### config.mk
export PLATFORM = sky130hd
export DESIGN_NAME = serdes_tx_sched
export DESIGN_NICKNAME = d
export VERILOG_FILES = /design/src/rtl/serdes_tx_sched.sv
export SDC_FILE = /design/constraint.sdc
export NUM_CORES = 1
export LEC_CHECK = 0
export ABC_AREA = 1
export CAP_MARGIN = 40
export CORE_MARGIN = 2
export CORE_UTILIZATION = 68
export CTS_CLUSTER_SIZE = 30
export DETAILED_ROUTE_END_ITERATION = 8
export DONT_BUFFER_PORTS = 1
export PLACE_DENSITY = 0.87
export REMOVE_ABC_BUFFERS = 1
export SKIP_LAST_GASP = 1
export SLEW_MARGIN = 20
export SYNTH_ARGS = -nofsm -noshare
export SYNTH_HDL_FRONTEND = slang
export SYNTH_SLANG_ARGS = --single-unit
### constraint.sdc
create_clock -name clk -period 4.2 [get_ports clk]
set_input_delay 0.63 -clock clk [delete_from_list [all_inputs] [get_ports clk]]
set_output_delay 0.63 -clock clk [all_outputs]
set_load 0.01 [all_outputs]
### src/rtl/serdes_tx_sched.sv
// serdes_tx_sched: round-robin frame scheduler in front of the LVDS serializer.
// Define SERDES_TX_SCHED_TRAIN_EN to compile in periodic link-training bursts.
module serdes_tx_sched #(
  parameter int unsigned N_REQ        = 2,
  parameter int unsigned IFG          = 2,
  parameter int unsigned TRAIN_PERIOD = 1024,
  parameter int unsigned TRAIN_LEN    = 4,
  parameter logic [31:0] TRAIN_WORD   = 32'hBC50BC50,
  parameter logic [31:0] FLAG_WORD    = 32'h7E7E7E7E
) (
  input  logic                clk,
  input  logic                rst_n,
  input  logic [N_REQ-1:0]    req_valid,
  input  logic [32*N_REQ-1:0] req_data,
  input  logic [N_REQ-1:0]    req_last,
  output logic [N_REQ-1:0]    req_ready,
  output logic [1:0]          serd_cmd,
  output logic [31:0]         din,
  output logic [N_REQ-1:0]    grant,
  output logic                busy
);

  localparam int unsigned PW = $clog2(N_REQ);

  localparam logic [1:0] CMD_IDLE  = 2'b00;
  localparam logic [1:0] CMD_FLAG  = 2'b01;
  localparam logic [1:0] CMD_DATA  = 2'b10;
  localparam logic [1:0] CMD_TRAIN = 2'b11;

  typedef enum logic [2:0] {
    ST_ARB,
    ST_DATA,
    ST_CLOSE,
    ST_GAP,
    ST_TRAIN
  } state_e;

  if (N_REQ < 2 || N_REQ > 8 || IFG < 1 || IFG > 15 || TRAIN_PERIOD < 16 ||
      TRAIN_LEN < 1 || TRAIN_LEN > 15 || TRAIN_WORD == FLAG_WORD) begin : g_bad_param
    $error("serdes_tx_sched: parameter out of range");
  end

  state_e           state_q;
  logic [PW-1:0]    ptr_q;
  logic [PW-1:0]    gidx_q;
  logic [N_REQ-1:0] grant_q;
  logic [1:0]       cmd_q;
  logic [31:0]      din_q;
  logic             busy_q;
  logic [3:0]       gap_q;

  logic             pick_vld;
  logic [PW-1:0]    pick_idx;
  int unsigned      cand;
  logic [31:0]      gdata;
  logic             gvalid;
  logic             glast;

`ifdef SERDES_TX_SCHED_TRAIN_EN
  localparam int unsigned CW = $clog2(TRAIN_PERIOD);
  logic [CW-1:0] pcnt_q;
  logic          pend_q;
  logic [3:0]    tcnt_q;
`endif

  // First valid requester at or after the round-robin pointer.
  always_comb begin
    pick_vld = 1'b0;
    pick_idx = '0;
    cand     = 0;
    for (int unsigned i = 0; i < N_REQ; i++) begin
      cand = (32'(ptr_q) + i) % N_REQ;
      if (!pick_vld && req_valid[cand]) begin
        pick_vld = 1'b1;
        pick_idx = PW'(cand);
      end
    end
  end

  assign gdata  = req_data[32*gidx_q +: 32];
  assign gvalid = req_valid[gidx_q];
  assign glast  = req_last[gidx_q];

  assign req_ready = (state_q == ST_DATA) ? grant_q : '0;
  assign serd_cmd  = cmd_q;
  assign din       = din_q;
  assign grant     = grant_q;
  assign busy      = busy_q;

  // Each state emits the word shown on the next cycle, so the last GAP or TRAIN
  // cycle already hands over to ARB and a waiting request opens with no extra idle.
  always_ff @(posedge clk or negedge rst_n) begin
    if (!rst_n) begin
      state_q <= ST_ARB;
      ptr_q   <= '0;
      gidx_q  <= '0;
      grant_q <= '0;
      cmd_q   <= CMD_IDLE;
      din_q   <= '0;
      busy_q  <= 1'b0;
      gap_q   <= '0;
`ifdef SERDES_TX_SCHED_TRAIN_EN
      pcnt_q  <= '0;
      pend_q  <= 1'b0;
      tcnt_q  <= '0;
`endif
    end else begin
`ifdef SERDES_TX_SCHED_TRAIN_EN
      if (pcnt_q != CW'(TRAIN_PERIOD - 1)) pcnt_q <= pcnt_q + 1'b1;
      else                                  pend_q <= 1'b1;
`endif
      case (state_q)
        ST_ARB: begin
`ifdef SERDES_TX_SCHED_TRAIN_EN
          if (pend_q) begin
            cmd_q  <= CMD_TRAIN;
            din_q  <= TRAIN_WORD;
            busy_q <= 1'b1;
            if (TRAIN_LEN > 1) begin
              state_q <= ST_TRAIN;
              tcnt_q  <= 4'(TRAIN_LEN - 2);
            end else begin
              pend_q <= 1'b0;
              pcnt_q <= '0;
            end
          end else
`endif
          if (pick_vld) begin
            state_q <= ST_DATA;
            gidx_q  <= pick_idx;
            grant_q <= N_REQ'(1) << pick_idx;
            cmd_q   <= CMD_FLAG;
            din_q   <= FLAG_WORD;
            busy_q  <= 1'b1;
          end else begin
            cmd_q  <= CMD_IDLE;
            din_q  <= '0;
            busy_q <= 1'b0;
          end
        end
        ST_DATA: begin
          busy_q <= 1'b1;
          if (gvalid) begin
            cmd_q <= CMD_DATA;
            din_q <= gdata;
            if (glast) state_q <= ST_CLOSE;
          end else begin
            cmd_q <= CMD_IDLE;
            din_q <= '0;
          end
        end
        ST_CLOSE: begin
          cmd_q   <= CMD_FLAG;
          din_q   <= FLAG_WORD;
          busy_q  <= 1'b1;
          grant_q <= '0;
          ptr_q   <= (gidx_q == PW'(N_REQ - 1)) ? '0 : gidx_q + 1'b1;
          gap_q   <= 4'(IFG - 1);
          state_q <= ST_GAP;
        end
        ST_GAP: begin
          cmd_q  <= CMD_IDLE;
          din_q  <= '0;
          busy_q <= 1'b0;
          if (gap_q == '0) state_q <= ST_ARB;
          else             gap_q   <= gap_q - 1'b1;
        end
`ifdef SERDES_TX_SCHED_TRAIN_EN
        ST_TRAIN: begin
          cmd_q  <= CMD_TRAIN;
          din_q  <= TRAIN_WORD;
          busy_q <= 1'b1;
          if (tcnt_q == '0) begin
            state_q <= ST_ARB;
            pend_q  <= 1'b0;
            pcnt_q  <= '0;
          end else begin
            tcnt_q <= tcnt_q - 1'b1;
          end
        end
`endif
        default: state_q <= ST_ARB;
      endcase
    end
  end

endmodule

# Yosys cells after proc, flatten, opt, wreduce, memory -nomap -nowiden
# Index checks and enable logic that the tools add are counted.
[totals] romBits=0 memories=0 mem_bits_rw=0 word_cells=68 output_inout_bits=39 in_bits=70 reg_bits=46 latch_bits=0
[op_classes] n_mul=0 n_lt_le_gt_ge=3 shift=2 reduce_logical=13 bitwise=0 n_div=0 eq_ne=8 addsub=3 n_mux=31
[ops] operator="$pmux W32 S4" n=1
[ops] operator="$shiftx A64 B7 Y32" n=1
[ops] operator="$mux W32" n=1
[ops] operator="$mux W31" n=1
[ops] operator="$mux W1" n=15
[ops] operator="$mux W3" n=4
[ops] operator="$pmux W3 S4" n=1
[ops] operator="$ne A2 B2 Y1 const B" n=5
[ops] operator="$pmux W2 S4" n=1
[ops] operator="$pmux W4 S2" n=1
[ops] operator="$eq A3 B2 Y1 const B" n=2
[ops] operator="$lt A1 B2 Y1 const B" n=3
[ops] operator="$mux W2" n=3
[ops] operator="$reduce_and A2 Y1" n=3
[ops] operator="$logic_not A4 Y1" n=1
[ops] operator="$mux W4" n=1
[ops] operator="$pmux W2 S2" n=1
[ops] operator="$reduce_and A4 Y1" n=1
[ops] operator="$reduce_bool A2 Y1" n=2
[ops] operator="$reduce_bool A4 Y1" n=1
[ops] operator="$sub A4 B1 Y4 const B" n=1
[ops] operator="$eq A3 B1 Y1 const B" n=1
[ops] operator="$logic_not A3 Y1" n=1
[ops] operator="$pmux W1 S3" n=1
[ops] operator="other kinds (6)" n=7

# Logic depth before layout (Yosys ltp)
[depth] ltp_word=9 mapped_depth=10 mapped_depth_nobuf=8

# Worst setup path after synthesis
# Ideal clock, no wire load.
[synth_path] kind="reg2reg" from="register state_q[0]" to="register din_q[13], in the netlist din[13]" t_required_ns=4.080 setup_ns=0.120 setup_slack_ns=2.181 path_buffers=3 synth_period_minus_slack_ns=2.019 path_stages_with_launch=10 arrival_time_ns=1.899 path_cell_list="dfrtp_1 > clkbuf_1 > clkbuf_1 > inv_1 > ha_1 > nor2_2 > nand2_4 > clkbuf_1 > nor2_1 > a21oi_2"
[synth_between] elab_chain_len=2 word_cells_on_any_way=6 cone_classes="eq/ne (3); mux (1); reduce/logical (2)"
[synth_lines] item="start: declaration" line="43" text="state_e state_q;"
[synth_lines] item="start signal: assignment" line="94" text="state_q <= ST_ARB;"
[synth_lines] item="start signal: assignment" line="129" text="state_q <= ST_DATA;"
[synth_lines] item="start signal: assignment" line="146" text="if (glast) state_q <= ST_CLOSE;"
[synth_lines] item="$eq A3 B2 Y1, or another cell as far along" line="112" text="case (state_q)"
[synth_lines] item="$pmux W32 S4 / $reduce_bool A4 Y1 (equally long branches)"
[synth_lines] item="end signal: assignment" line="145" text="din_q <= gdata;"
[synth_lines] item="end: declaration" line="48" text="logic [31:0] din_q;"
# Several ways; a longest one is shown, not always the timed one.
# A chain may end at the register's enable or synchronous reset.

# Worst setup path in the final report
[layout_path] from="register state_q[0]" to="register din_q[9], in the netlist din[9]"
# Same word-level chain as after synthesis.

==> results.sh <==
export IMPL_endpoint_kind="register"
export IMPL_placement_rows=22
export IMPL_cts_hold_buf=0
export IMPL_io_buffer_count=0
export IMPL_fmax_ghz=0.422
export IMPL_synth_cell_types=20
export IMPL_wl_um=5640
export IMPL_slew_viol_final=0
export IMPL_placeableCoreArea_mm2=0.00369
export IMPL_avgRoutedWirePerCell_um=14.5
export IMPL_status="finished, final reports clean"
export IMPL_vias_per_cell=5.81
export IMPL_critPathLaunchType="register"
export IMPL_start_util_pct=71.1
export IMPL_path_common_cell="nand2_4"
export IMPL_die_w_um=66.1
export IMPL_final_common_cell="nand2_1"
export IMPL_register_area_mm2=0.00113
export IMPL_cp_slowest_stage_delay_ns=0.53
export IMPL_post_cts_setup_buffers=0
export IMPL_synth_top_area_share_pct=42.9
export IMPL_dpl_hpwl_um=3830
export IMPL_drt_first_iter_violations=182
export IMPL_htree_levels=2
export IMPL_vias=2253
export IMPL_ys_warn_count=0
export IMPL_critPathSlowestCell="dfrtp_1"
export IMPL_hold_viol_final=0
export IMPL_clk_path_buf_depth=2
export IMPL_grt_pass1_vias=1968
export IMPL_grt_usage_pct=26.0
export IMPL_multi_input_area_mm2=0.00131
export IMPL_ys_top_cells_by_area="dfrtp_1, nand2_1, a21oi_2"
export IMPL_rsz0062_at_grt="false"
export IMPL_power_density_mw_per_mm2=885
export IMPL_fill_cells=296
export IMPL_antenna_cells=0
export IMPL_worst_skew_pair_late_latency_ns=0.29
export IMPL_setup_viol=0
export IMPL_cpLargestDelayFamily="simple AND/OR/NAND/NOR gates"
export IMPL_leakage_nw=1.35
export IMPL_grt_start_max_net_pins=46
export IMPL_hold_class="input port to async pin"
export IMPL_ant_nets=0
export IMPL_root_buffer="clkbuf_8"
export IMPL_first_pass_iters=4
export IMPL_peakVddDrop_uv=499
export IMPL_crit_type="register to register"
export IMPL_area_growth_pct=3.20
export IMPL_place_congestion=0.827
export IMPL_cts_tree="built"
export IMPL_numCtsBuffers=5
export IMPL_dieArea_mm2=0.00437
export IMPL_syn_instance_count=350
export IMPL_max_cap_viol_count=0
export IMPL_ys_seq_area_share_pct=42.9
export IMPL_syn_area_mm2=0.00262
export IMPL_antenna_found_initial=0
export IMPL_final_cell_mix="nand2_1, dfrtp_1, nor2_1"
export IMPL_crit_chain="inv_1 > ha_1 > nor2_2 > nand2_4 > nand2_4 > nor2_4 > buf_16 > a21oi_1"
export IMPL_synth_seq_cells=45
export IMPL_arrival_ns=2.58
export IMPL_synth_top_area_cell="dfrtp_1"
export IMPL_worstMarginPinSlew_ns=0.547
export IMPL_cp_num_buf_inv=2
export IMPL_cts_resized=0
export IMPL_cts_sinks=45
export IMPL_skew_ns=0.00580
export IMPL_utilization_pct=73.4
export IMPL_synthesis_area_per_instance_um2=7.50
export IMPL_die_y_um=66.1
export IMPL_period_share_pct=56.4
export IMPL_layout_drive_gt1_share_pct=11.2
export IMPL_cp_data_required_time_ns=4.41
export IMPL_grt_pass1_wl_um=8810
export IMPL_clkSlewWorstSetupHoldPaths_ns=0.08
export IMPL_io_pins=109
export IMPL_final_nets=417
export IMPL_drc=0
export IMPL_fin_setup_tns_ns=0
export IMPL_max_slew_margin_pct=63.5
export IMPL_cp_max_fo=26
export IMPL_overflow=0
export IMPL_fin_crit_ns=2.37
per-layer routing:
layer	vias up	global-route usage [%]	wire (um)
li1	1106	-	-
met1	1052	30.9	2230
met2	88	46.6	2930
met3	7	7.16	428
met4	0	5.87	57
met5	-	0	0
layout make-up:
type / count / area share (%)
Clock buffer: 7 / 3.19
Sequential cell: 45 / 41.6
Tap cell: 48 / 2.22
Timing Repair Buffer: 4 / 2.13
Inverter: 17 / 2.36
Multi-Input combinational cell: 267 / 48.5
stage by stage:
stage               cells  area (um2)  power, mW  worst slack, ns  hold WS, ns
CTS                   386        2670       2.33             1.36       0.0214
global route          388        2710       2.59             1.63       0.0175
finish                388        2710       2.40             1.83       0.0290
global placement      379        2580       2.00             1.44        0.335
detailed placement    379        2580       2.06             1.36        0.335
floorplan             329        2500       1.78             1.43        0.334
synth_stat cells, drive strengths merged:
| library cell | n |
|---|---|
| a21oi | 26 |
| buf | 11 |
| clkbuf | 10 |
| dfrtp | 45 |
| ha | 7 |
| inv | 17 |
| nand2 | 141 |
| nand3 | 16 |
| nand4 | 24 |
| nor2 | 38 |
| o21ai | 14 |
| o22ai | 1 |
worst paths after layout:
| path | slack (ns) | endpoint | depth (start not counted) | from |
|---|---|---|---|---|
| max | 1.83 | din[9] | 8 | state_q[0] |
| min | 0.03 | din[17] | 0 | rst_n |
| max reg2reg | 1.83 | din[9] | 8 | state_q[0] |
| min reg2reg | 0.49 | gap_q[0] | 1 | gap_q[0] |
| max in group asynchronous | 4.09 | serd_cmd[1] | 0 | rst_n |
| min in group clk | 0.49 | gap_q[0] | 1 | gap_q[0] |
kinds of logic after synthesis:
kind of cell / count (synthesis) / share of synthesized area, %
compound gates: 41 / 10.7
fa+ha+maj: 7 / 3.34
buf+inv: 38 / 7.01
flops: 45 / 42.9
simple gates: 219 / 36.0
registers in the layout (all words and copies together), names as in the netlist:
signal and cells:
busy 1, din 32, gap_q 4, gidx_q 1, grant 2, ptr_q 1, serd_cmd 2, state_q 2
report_power, final:
part | internal [mW] | switching (mW)
combinational | 0.444 | 0.817
clock | 0.131 | 0.133
sequential | 0.644 | 0.227
No activity file was read; power rests on OpenSTA's default activity.
